## config.mk

```make
export PLATFORM = sky130hd
export DESIGN_NAME = bcd_updown_counter
export DESIGN_NICKNAME = d
export VERILOG_FILES = /design/src/rtl/bcd_pkg.sv /design/src/rtl/bcd_digit.sv /design/src/rtl/bcd_updown_counter.sv
export SDC_FILE = /design/constraint.sdc
export NUM_CORES = 1
export LEC_CHECK = 0
export CAP_MARGIN = 20
export CELL_PAD_IN_SITES_DETAIL_PLACEMENT = 1
export CELL_PAD_IN_SITES_GLOBAL_PLACEMENT = 1
export CORE_MARGIN = 4
export CORE_UTILIZATION = 37
export CTS_BUF_LIST = sky130_fd_sc_hd__clkbuf_2 sky130_fd_sc_hd__clkbuf_4 sky130_fd_sc_hd__clkbuf_8
export DETAILED_ROUTE_END_ITERATION = 6
export GPL_TIMING_DRIVEN = 1
export MAX_ROUTING_LAYER = met4
export PLACE_DENSITY = 0.86
export SKIP_CTS_REPAIR_TIMING = 1
export SYNTH_ARGS = -nofsm -noshare
export SYNTH_HDL_FRONTEND = slang
export SYNTH_SLANG_ARGS = --single-unit
```

## constraint.sdc

```tcl
create_clock -name clk -period 2.1 [get_ports clk]
set_input_delay 0.42 -clock clk [delete_from_list [all_inputs] [get_ports clk]]
set_output_delay 0.42 -clock clk [all_outputs]
set_load 0.01 [all_outputs]
```

## src/rtl/bcd_pkg.sv

```systemverilog
// rtl/bcd_pkg.sv - shared constants, digit operation encoding and BCD helpers
package bcd_pkg;

  localparam logic [3:0] BCD_MAX = 4'd9;
  localparam logic [3:0] BCD_MIN = 4'd0;

  localparam logic DIR_UP = 1'b1;
  localparam logic DIR_DN = 1'b0;

  typedef enum logic [1:0] {
    OP_HOLD  = 2'd0,
    OP_CLEAR = 2'd1,
    OP_LOAD  = 2'd2,
    OP_COUNT = 2'd3
  } digit_op_e;

  function automatic logic is_bcd(input logic [3:0] nibble);
    return nibble <= BCD_MAX;
  endfunction

endpackage

```

## src/rtl/bcd_digit.sv

```systemverilog
// rtl/bcd_digit.sv - one decade cell with clear, guarded load and up/down step
module bcd_digit
  import bcd_pkg::*;
(
  input  logic       clk,
  input  logic       clr,
  input  logic       sync_clr,
  input  logic       load,
  input  logic       load_ok,
  input  logic [3:0] d,
  input  logic       step,
  input  logic       up_dn,
  output logic [3:0] q,
  output logic       at_max,
  output logic       at_min
);

  digit_op_e  op;
  logic [3:0] inc_val;
  logic [3:0] dec_val;

  always_comb begin
    op = OP_HOLD;
    if (sync_clr)            op = OP_CLEAR;
    else if (load)           op = (load_ok) ? OP_LOAD : OP_HOLD;
    else if (step)           op = OP_COUNT;
  end

  // Out-of-range nibbles recover to 0 going up and to 9 going down.
  always_comb begin
    inc_val = (q >= BCD_MAX) ? BCD_MIN : q + 4'd1;
    dec_val = (q == BCD_MIN || !is_bcd(q)) ? BCD_MAX : q - 4'd1;
  end

  always_ff @(posedge clk or negedge clr) begin
    if (!clr) begin
      q <= BCD_MIN;
    end else begin
      case (op)
        OP_CLEAR: q <= BCD_MIN;
        OP_LOAD:  q <= d;
        OP_COUNT: q <= (up_dn == DIR_UP) ? inc_val : dec_val;
        default:  q <= q;
      endcase
    end
  end

  assign at_max = (q == BCD_MAX);
  assign at_min = (q == BCD_MIN);

endmodule

```

## src/rtl/bcd_updown_counter.sv

```systemverilog
// rtl/bcd_updown_counter.sv - multi-digit synchronous BCD up/down counter with cascade tc
module bcd_updown_counter
  import bcd_pkg::*;
#(
  parameter int DIGITS = 2,
  parameter bit WRAP   = 1'b1
) (
  input  logic                  clk,
  input  logic                  clr,
  input  logic                  sync_clr,
  input  logic                  load,
  input  logic [4*DIGITS-1:0]   load_val,
  input  logic                  en,
  input  logic                  up_dn,
  output logic [4*DIGITS-1:0]   q,
  output logic                  tc,
  output logic                  load_err
);

  logic [DIGITS-1:0] at_max;
  logic [DIGITS-1:0] at_min;
  logic [DIGITS-1:0] step;
  logic              load_ok;
  logic              at_term;
  logic              count_en;

  // A load is all-or-nothing: one bad nibble rejects the whole value.
  always_comb begin
    load_ok = 1'b1;
    for (int i = 0; i < DIGITS; i++) begin
      if (!is_bcd(load_val[4*i +: 4])) load_ok = 1'b0;
    end
  end

  assign at_term  = (up_dn == DIR_DN) ? (&at_min) : (&at_max);
  assign count_en = en && (WRAP || !at_term);
  assign tc       = en && !sync_clr && !load && at_term;

  // Digit k steps only when every lower digit is at its rollover value.
  always_comb begin
    step    = '0;
    step[0] = count_en;
    for (int k = 1; k < DIGITS; k++) begin
      step[k] = step[k-1] && ((up_dn == DIR_UP) ? at_max[k-1] : at_min[k-1]);
    end
  end

  for (genvar k = 0; k < DIGITS; k++) begin : g_digit
    bcd_digit u_digit (
      .clk      (clk),
      .clr      (clr),
      .sync_clr (sync_clr),
      .load     (load),
      .load_ok  (load_ok),
      .d        (load_val[4*k +: 4]),
      .step     (step[k]),
      .up_dn    (up_dn),
      .q        (q[4*k +: 4]),
      .at_max   (at_max[k]),
      .at_min   (at_min[k])
    );
  end

  always_ff @(posedge clk or negedge clr) begin
    if (!clr) begin
      load_err <= 1'b0;
    end else begin
      load_err <= !sync_clr && load && !load_ok;
    end
  end

endmodule

```

==> results by group <==
Detailed routing
  – Via/cell ratio: 5.92
  – Pre-Repair DR Iteration Count: 4
  – WL final: 3.33 mm
  – # DRC: 0
  – Remaining antenna violation count after routing: 0
  – Avg WL per Cell: 18.2 um
  – Detailed-route via count: 1083
  – Starting DRT DRC Count: 31

Layout
  – Layout cells sized above 1: 0.235
  – Layout area overhead: 45.5%
  – Nets: 174
  – Most common cell after layout, fill and taps aside: clkdlybuf4s50_1
  – Diodes inserted: 0
  – Fillers: 295
  – Multi-input logic area: 668 sq um
  – FF/Latch Area: 225 sq um
  – Commonest non-fill, non-tap cells in the layout: clkdlybuf4s50_1 (21), buf_4 (20), dfrtp_1 (9)

STA
  – Final min period: 2.03 ns
  – Hold Worst Slack: 0.454 ns
  – Final Hold Violating Endpoints: 0
  – Slew margin rel.: 0.729
  – RSZ-0062 raised after global routing: no
  – Final setup viols: 0
  – Slew at the pin with the worst max-slew slack: 0.405 ns
  – Fmax: 494 MHz
  – Fin. max-slew vios: 0
  – Tcrit/Tclk final: 0.964
  – Setup Skew: 0.00235 ns

CTS
  – H-Tree Depth: 1
  – TritonCTS clock tree: done
  – Clock Sinks: 9
  – Clock Path Buffers: 2
  – Clk Latency, worst-skew pair: 0.26 ns
  – Clock root buffer: clkbuf_4
  – Worst-path clk slew: 0.06 ns
  – Inserted Clock Buffers: 3

Floorplanning
  – Ports: 24
  – Die area: 0.00343 sq mm
  – Die extent in x: 58.6 um
  – Placeable Area: 0.00245 sq mm
  – FP Rows: 18
  – Initial Util: 0.385
  – Chip height: 58.6 um

Power and ir drop
  – Switching share of power: 0.358
  – Cell-internal power: 445 uW
  – Design Power: 694 uW
  – Clk pwr share: 0.214
  – Sequential Power Share: 0.297
  – Combinational group share of total power: 0.490
  – IR drop worst, VDD: 0.315 mV
  – Leakage: 0.603 nW
  – Sw power: 249 uW
  – Cell Pwr Density: 504 mW/mm^2

Synthesis
  – Mux cell area share after synthesis: 0.0119
  – Mapped Cells: 112
  – Syn_nets: 132
  – Sequential-to-total area share from yosys stat: 0.238
  – Post-synth EDFFs: 0
  – Synthesized area: 946 sq um
  – Largest family of logic cells by synthesized area: compound AO/OA/AOI/OAI gates
  – Async SR Flop Fraction: 1.00
  – Synth Area in Simple Gates: 0.263
  – Synthesized area per cell: 8.45 sq um
  – Post-Synth Adder-Cell Area: 0.0794
  – Top post-synthesis cells by area: dfrtp_1 (24%), ha_1 (7.9%), nand2_1 (3.2%), nor3b_1 (3.2%), a32oi_1 (2.8%)
  – Post-Synth XOR/XNOR Area: 0.00926
  – Synth area leader: dfrtp_1
  – Yosys reg bits: 9
  – Complex-gate fraction of the synthesized area: 0.332
  – Share of Yosys cell area claimed by the top area cell type: 0.238
  – Distinct cell type count after synthesis: 47
  – Synth Flop Type: dfrtp_1
  – Yosys warning count: 0

Worst setup path
  – Reg2Reg Setup Slack: 0.21 ns
  – Crit Path Class: reg2out
  – Crit. End Element: output pin
  – WP data arrival: 1.61 ns
  – CP startpoint kind: register
  – Critical-path maximum fanout: 3
  – Critical path data required time: 1.68 ns

Global routing
  – GRT overflow: 0
  – Initial antenna violation count: 0
  – Number of global-route vias before repair: 1153
  – GR Util All Layers: 0.213
  – Largest net degree at the start of global routing: 13
  – First-pass GRT wire length: 5.58 mm

Placement
  – RePlAce Congestion: 0.914
  – Dpl hpwl: 2.60 mm
  – Port-buffer cells: 23

Hold path
  – Worst hold path class: in2async

Run status
  – Status: finished clean

Job
  – Max Cap Viol: 0
## cells by family after synthesis
logic type / after synthesis
compound gates: 42
xor+xnor: 1
fa+ha+maj: 6
buf+inv: 14
flops: 9
mux: 1
simple gates: 39
## metal layers
layer	share of wire	up-vias	track usage
li1	-	515	-
met1	0.48	533	0.281
met2	0.47	33	0.338
met3	0.044	2	0.0132
met4	0.0042	0	0.0861
met5	0	-	-
## sequential cells by signal, indices dropped and copies added (netlist names)
signal             count
g_digit.u_digit.q      8
load_err               1
## final cells by class
cell class,instances,area share
Multi-Input combinational cell,89,0.485
Timing Repair Buffer,44,0.283
Sequential cell,9,0.164
Tap cell,30,0.0273
Clock buffer,4,0.0218
Inverter,7,0.0191
## final timing paths
check	startpoint	to	cells past startpoint
max in group asynchronous	clr	g_digit[0].u_digit.q[3]$_DFFE_PN0P_	1
max reg2reg	g_digit[0].u_digit.q[0]$_DFFE_PN0P_	g_digit[1].u_digit.q[0]$_DFFE_PN0P_	8
min in group clk	g_digit[0].u_digit.q[1]$_DFFE_PN0P_	g_digit[0].u_digit.q[1]$_DFFE_PN0P_	3
min	clr	g_digit[1].u_digit.q[0]$_DFFE_PN0P_	1
min reg2reg	g_digit[0].u_digit.q[1]$_DFFE_PN0P_	g_digit[0].u_digit.q[1]$_DFFE_PN0P_	3
max	g_digit[0].u_digit.q[0]$_DFFE_PN0P_	tc	6
## cells in the mapped netlist (3+ instances only)
| cell | number |
|---|---|
| dfrtp_1 | 9 |
| inv_1 | 6 |
| nand3_1 | 3 |
| nor2b_1 | 3 |
| ha_1 | 6 |
| clkbuf_1 | 4 |
| a211oi_1 | 3 |
| o21ai_1 | 4 |
| nor3_1 | 4 |
| nor3b_1 | 4 |
| a31oi_1 | 3 |
| nor2_1 | 3 |
| a32oi_1 | 3 |
| and3_1 | 4 |
| nand2_1 | 8 |
| a21oi_1 | 5 |
## metrics by stage
stage                     utilization  cells  cell area (sq um)  setup WS, ns  setup TNS [ns]
final                           0.561    183               1380        0.0746               0
after global routing            0.561    183               1380      0.000597               0
after CTS                       0.553    182               1360        -0.440          -0.440
after detailed placement        0.541    178               1330        -0.437          -0.658
after global placement          0.541    178               1330        -0.383          -0.413
after floorplan                     -    112                946         0.233               0
## power groups by stage
stage | sequential [mW] | combinational [mW] | clock (mW)
after floorplan | 0.215 | 0.169 | 0
final | 0.206 | 0.340 | 0.148
after detailed placement | 0.208 | 0.327 | 0
after global routing | 0.208 | 0.371 | 0.159
after CTS | 0.205 | 0.330 | 0.150
after global placement | 0.207 | 0.312 | 0
## critical path: stages (launching register included)
cell,delay (ns)
dfrtp_1,0.41
inv_1,0.08
ha_2,0.18
nor4b_4,0.26
o21ai_2,0.11
nor3_2,0.15
buf_2,0.16
Power figures use the tool's default switching activity.
